==> src/rtl/mac_dot_seq_pkg.sv <==
// Shared types and sizing constants for the MAC dot-product sequencer.
package mac_dot_seq_pkg;

  // Operand width, MAC accumulator width, MAC pipeline depth and the
  // largest dot-product length that cannot overflow the accumulator.
  localparam int OPW     = 8;
  localparam int ACCW    = 20;
  localparam int MAC_LAT = 2;
  localparam int LEN_MAX = 16;

  // Sequencer states.
  typedef enum logic [2:0] {
    S_IDLE   = 3'd0,
    S_RUN    = 3'd1,
    S_DRAIN1 = 3'd2,
    S_DRAIN2 = 3'd3,
    S_DONE   = 3'd4
  } state_t;

endpackage : mac_dot_seq_pkg

==> src/rtl/mac_dot_seq.sv <==
// Sequencer and result-capture stage around the 8x8->20-bit MAC.
// It streams LEN operand pairs into the MAC, waits out the MAC pipeline
// and presents the finished dot product on a valid/ready output.
module mac_dot_seq
  import mac_dot_seq_pkg::*;
#(
  parameter int LEN = 16
) (
  input  logic            clk,
  input  logic            rst,
  input  logic            start,
  output logic            busy,
  input  logic            in_valid,
  output logic            in_ready,
  input  logic [OPW-1:0]  in_a,
  input  logic [OPW-1:0]  in_b,
  output logic [OPW-1:0]  mac_a,
  output logic [OPW-1:0]  mac_b,
  output logic            mac_sclr,
  input  logic [ACCW-1:0] mac_result,
  output logic            out_valid,
  input  logic            out_ready,
  output logic [ACCW-1:0] out_data
);

  localparam int CW = $clog2(LEN + 1);
  localparam logic [CW-1:0] LAST_IDX = CW'(LEN - 1);

  // Lengths above LEN_MAX could overflow the 20-bit accumulator.
  generate
    if ((LEN < 1) || (LEN > LEN_MAX)) begin : g_len_check
      $error("mac_dot_seq: LEN must be in 1..16");
    end
  endgenerate

  state_t          r_state;
  state_t          w_next;
  logic [CW-1:0]   r_count;
  logic            r_out_valid;
  logic [ACCW-1:0] r_out_data;
  logic            w_accept;

  // Next-state decode plus the combinational handshake and MAC drive.
  // NOTE: every output of this block gets a default first so that no path
  // through the case statement leaves a signal unassigned (no latches).
  always_comb begin
    w_next   = r_state;
    busy     = 1'b1;
    in_ready = 1'b0;
    mac_sclr = 1'b0;
    w_accept = 1'b0;
    mac_a    = '0;
    mac_b    = '0;
    case (r_state)
      S_IDLE: begin
        busy     = 1'b0;
        mac_sclr = 1'b1;
        if (start) w_next = S_RUN;
      end
      S_RUN: begin
        in_ready = 1'b1;
        if (in_valid) begin
          // Only accepted pairs reach the MAC; bubbles feed zero products.
          w_accept = 1'b1;
          mac_a    = in_a;
          mac_b    = in_b;
          if (r_count == LAST_IDX) w_next = S_DRAIN1;
        end
      end
      // Last product is registered; it reaches psum at the end of DRAIN1.
      S_DRAIN1: w_next = S_DRAIN2;
      // mac_result now holds the complete sum; capture happens at this edge.
      S_DRAIN2: w_next = S_DONE;
      S_DONE: begin
        mac_sclr = 1'b1;
        if (out_ready) w_next = S_IDLE;
      end
      default: w_next = S_IDLE;
    endcase
  end

  // State register.
  // NOTE: sequential state uses non-blocking assignments so every register
  // samples pre-edge values regardless of block evaluation order.
  always_ff @(posedge clk) begin
    if (rst) r_state <= S_IDLE;
    else     r_state <= w_next;
  end

  // Element counter: cleared on start, advanced on each accepted pair.
  always_ff @(posedge clk) begin
    if (rst) begin
      r_count <= '0;
    end else if ((r_state == S_IDLE) && start) begin
      r_count <= '0;
    end else if (w_accept) begin
      r_count <= r_count + CW'(1);
    end
  end

  // Result register: capture the finished sum, hold it until handshake.
  // NOTE: out_data is reset too, so the output is defined before the first
  // run completes; the register is tiny, so there is no reason to skip it.
  always_ff @(posedge clk) begin
    if (rst) begin
      r_out_valid <= 1'b0;
      r_out_data  <= '0;
    end else if (r_state == S_DRAIN2) begin
      r_out_valid <= 1'b1;
      r_out_data  <= mac_result;
    end else if ((r_state == S_DONE) && out_ready) begin
      r_out_valid <= 1'b0;
    end
  end

  assign out_valid = r_out_valid;
  assign out_data  = r_out_data;

endmodule : mac_dot_seq
==> config.mk <==
export PLATFORM = sky130hd
export DESIGN_NAME = mac_dot_seq
export DESIGN_NICKNAME = d
export VERILOG_FILES = /design/src/rtl/mac_dot_seq_pkg.sv /design/src/rtl/mac_dot_seq.sv
export SDC_FILE = /design/constraint.sdc
export NUM_CORES = 1
export LEC_CHECK = 0
export ABC_AREA = 1
export BUFFER_PORTS_ARGS = -buffer_cell sky130_fd_sc_hd__clkbuf_2
export CAP_MARGIN = 20
export CORE_MARGIN = 1.5
export CORE_UTILIZATION = 42
export DETAILED_ROUTE_END_ITERATION = 10
export HOLD_SLACK_MARGIN = 0.08
export PLACE_DENSITY_LB_ADDON = 0.2
export SLEW_MARGIN = 10
export SYNTH_ARGS = -nofsm -noshare
export SYNTH_HDL_FRONTEND = slang
export SYNTH_SLANG_ARGS = --single-unit
export TNS_END_PERCENT = 10
==> constraint.sdc <==
create_clock -name clk -period 1.8 [get_ports clk]
set_input_delay 0.36 -clock clk [delete_from_list [all_inputs] [get_ports clk]]
set_output_delay 0.36 -clock clk [all_outputs]
set_load 0.05 [all_outputs]
==> metrics list <==
- Outcome: complete, no violations
- Entering global routing, the biggest net connects 24 pins.
- In this run, synthesis inferred 0 flip-flops with an integrated enable.
- Core Area: 3050 um^2
- Total of max-cap violations: 0
- Synthesis produced a netlist whose cell count is 189.
- STA classifies the critical path startpoint as a register.
* Post-synth top flop: sky130_fd_sc_hd__dfxtp_1
* Proportion of synthesized flip-flops having asynchronous set or reset: 0
- Global-route wire length before repair: 4.64 mm
* Final hold violation count: 0
* Least-Margin Pin Slew: 0.401 ns
* Mapped cell area: 1340 um^2
- Clock tree synthesis inserted a total of 5 buffers.
- Cells taking the most area after synthesis: sky130_fd_sc_hd__dfxtp_1 43%, sky130_fd_sc_hd__nor2_1 17%, sky130_fd_sc_hd__nand2_1 9.5%, sky130_fd_sc_hd__o21ai_1 7.1%, sky130_fd_sc_hd__nor2_8 3.0%
- Die Height: 59.5 um
* Hold buffer count at cts: 0
* N_diodes: 0
* Pins over their slew limit: 0
- In the final layout, the share of cells above drive strength 1 is 0.377.
- The count of nets left with antenna violations once routing finished came out at 0.
- Number of antenna violations at the first check in global routing: 0
- Tot GR Track Use: 0.172
- By count the netlist is led by 60 x sky130_fd_sc_hd__nor2_1, 34 x sky130_fd_sc_hd__nand2_1, 29 x sky130_fd_sc_hd__dfxtp_1.
* Worst-case clock skew: 0.000802 ns
- The wire-length estimate of the detail-placed layout is 2.19 mm.
- 81 I/O pins were placed.
- Number of global-route vias before repair: 1150
* Vias per cell: 4.50
- Final WS setup: 0.0999 ns
- Post-layout min period: 1.70 ns
- The H-tree was split into 2 levels.
- For the worst setup path, the data required time is 1.44 ns.
* Final-report setup violation count: 0
* Highest fanout seen on the critical path: 19
* Count of fill cells added during filler insertion: 305
- The clock reaches the later pin of the worst-skew pair after 0.30 ns.
- CP endpoint kind: primary output
* Maximum buffer depth of the clock tree: 2
* Gr ovfl total: 0
- Dpl ws: 0.293 ns
- Master cell of the clock root buffer: sky130_fd_sc_hd__clkbuf_4
- The startpoint identified for the worst register-to-register timing path is r_count[0].
- In the final routed layout, each cell accounts on average for 9.36 um.
- Leaving out filler cells and counting taps, the final layout contains 312.
- Summed over all instances, the cell type with the most area after synthesis is sky130_fd_sc_hd__dfxtp_1.
- For this run, the register share of the synthesized area comes to 0.434.
- In this run the tool buffered the top-level ports with 80 buffer cells.
- The area growth from synthesis to layout is 38.2%.
- During synthesis, Yosys emitted a total of 0 warnings.
- Dividing the synthesized area by the synthesized cell count gives 7.08 um^2.
* Final period utilization: 0.944
- Final weighted congestion in routability-driven placement: 0.783
* Yosys cell types: 20
- For this run, the detailed router's first-pass iteration total came to 4.
* Initial cell density of the core: 0.439
- Crit Reg-Reg Endpoint: r_state[1]
* DRC marker count from the first detailed-route iteration: 42
- Cell Pwr Density: 1140 nW/um^2
* FMAX: 0.588 GHz
* Die outline area: 3540 um^2
- Depth of the worst hold-timing path: 2
- Clock edge transition at the registers on the reported setup and hold paths: 0.08 ns
- Clock Sink Count: 29
- The share of synthesized area in the top cell type comes to 0.434.
* Leakage: 0.925 nW
* Site row count: 20
- Post-CTS Setup Bufs: 0
* Number of cells traversed by the worst register-to-register path: 8
- After detailed routing, the total wire length is 2.92 mm.
- Clock tree from TritonCTS: yes
* Number of storage elements in the synthesis netlist: 29
- Nets@finish: 311
* Worst setup path category: register to primary output
- Power comes to 0.00210 W.
- Reg2Reg Setup Slack: 0.40 ns
- In this run, placement finished with an instance count of 305.
- The most critical setup path has its endpoint at mac_b[7].
- The worst pin sits at a relative slew slack of 0.731.
* Leading cell type by number of instances after synthesis: sky130_fd_sc_hd__nor2_1
- Die span in x: 59.5 um
- After detailed routing, the number of remaining DRC violations is 0.
- Summing over every cut layer, the via total after detailed routing is 1405.
- Critical path arrival: 1.34 ns
- CP Launch Point: r_state[0]
- Setup repair after global routing left no endpoint under its margin.
- Hold Path Class: primary input to register
- Net Count, Synth: 232
* Peak supply drop: 0.000597 V
* Minimum hold slack: 0.259 ns
[how the worst min path moves through the flow]
stage	startpoint	end	slack (ns)
global placement	r_count[4]	r_count[4]	0.45
finish	rst	r_state[2]	0.26
floorplan	rst	out_valid	0.43
global route	rst	r_state[2]	0.26
detailed placement	r_count[4]	r_count[4]	0.45
CTS	rst	r_state[2]	0.25
[cell usage in the layout, fill, tap and decap left out]
cell type and count:
sky130_fd_sc_hd__clkbuf_2 64, sky130_fd_sc_hd__nand2_1 34, sky130_fd_sc_hd__buf_4 10, sky130_fd_sc_hd__o21ai_0 2
sky130_fd_sc_hd__nor3b_1 1, sky130_fd_sc_hd__dfxtp_1 27, sky130_fd_sc_hd__ha_1 2, sky130_fd_sc_hd__nand2_4 1
sky130_fd_sc_hd__o21ai_1 19, sky130_fd_sc_hd__dfxtp_2 2, sky130_fd_sc_hd__nand2_8 1, sky130_fd_sc_hd__clkbuf_1 1
sky130_fd_sc_hd__nor2_2 2, sky130_fd_sc_hd__nor2_8 2, sky130_fd_sc_hd__inv_2 6, sky130_fd_sc_hd__buf_6 2
sky130_fd_sc_hd__a21oi_1 7, sky130_fd_sc_hd__inv_1 7, sky130_fd_sc_hd__xor2_1 2, sky130_fd_sc_hd__nand3_1 6
sky130_fd_sc_hd__nor2_1 59, sky130_fd_sc_hd__clkbuf_4 10, sky130_fd_sc_hd__clkbuf_8 1
[registers in the layout, summed over array words and instances (netlist names)]
| register | flops |
|---|---|
| out_data | 20 |
| r_count | 5 |
| r_state | 3 |
| out_valid | 1 |
[worst max-delay path: stages (launching register included)]
cell	delay, ns
sky130_fd_sc_hd__dfxtp_2	0.36
sky130_fd_sc_hd__inv_2	0.07
sky130_fd_sc_hd__nor2_8	0.14
sky130_fd_sc_hd__nand2_8	0.13
sky130_fd_sc_hd__nor2_1	0.11
sky130_fd_sc_hd__clkbuf_4	0.23
[area by class of cell]
class | instances | area, um^2 | area share
clock buffers | 7 | 55.1 | 0.0297
inverters | 13 | 48.8 | 0.0264
multi-input cells | 138 | 653 | 0.353
flip-flops and latches | 29 | 583 | 0.315
well taps | 44 | 55.1 | 0.0297
repair buffers | 81 | 455 | 0.246
[cells by family (layout without fill, tap and decap cells)]
logic type / after synthesis / in the layout / synth area share
xor+xnor: 2 / 2 / 0.0131
flops: 29 / 29 / 0.434
simple gates: 106 / 106 / 0.350
compound gates: 28 / 28 / 0.105
buf+inv: 22 / 101 / 0.0804
fa+ha+maj: 2 / 2 / 0.0187
[what timing repair did]
action	CTS	global route
gates resized for setup	15	17
endpoints found under the setup margin	15	17
cloned	0	0
[report_power, final]
| group | switching [W] | leakage, nW | total (W) | internal, W |
|---|---|---|---|---|
| sequential | 0.0000421 | 0.235 | 0.000745 | 0.000703 |
| clock | 0.000193 | 0.0314 | 0.000377 | 0.000184 |
| combinational | 0.000726 | 0.659 | 0.000978 | 0.000252 |
[per-layer routing]
metal / vias to the layer above / GRT usage / routed length, um / share of wire
li1: 744 / - / - / -
met3: 4 / 0.0459 / 219 / 0.075
met5: - / 0 / 0 / 0
met4: 0 / 0.0682 / 29 / 0.0099
met2: 61 / 0.295 / 1360 / 0.47
met1: 596 / 0.201 / 1310 / 0.45
[stage by stage]
step / area (um^2) / util / TNS, ns
after detailed placement: 1750 / 0.572 / 0
after global routing: 1850 / 0.606 / 0
after global placement: 1750 / 0.572 / 0
after CTS: 1840 / 0.602 / 0
final: 1850 / 0.606 / 0
after floorplan: 1340 / - / -0.886
Power figures use the tool's default switching activity.
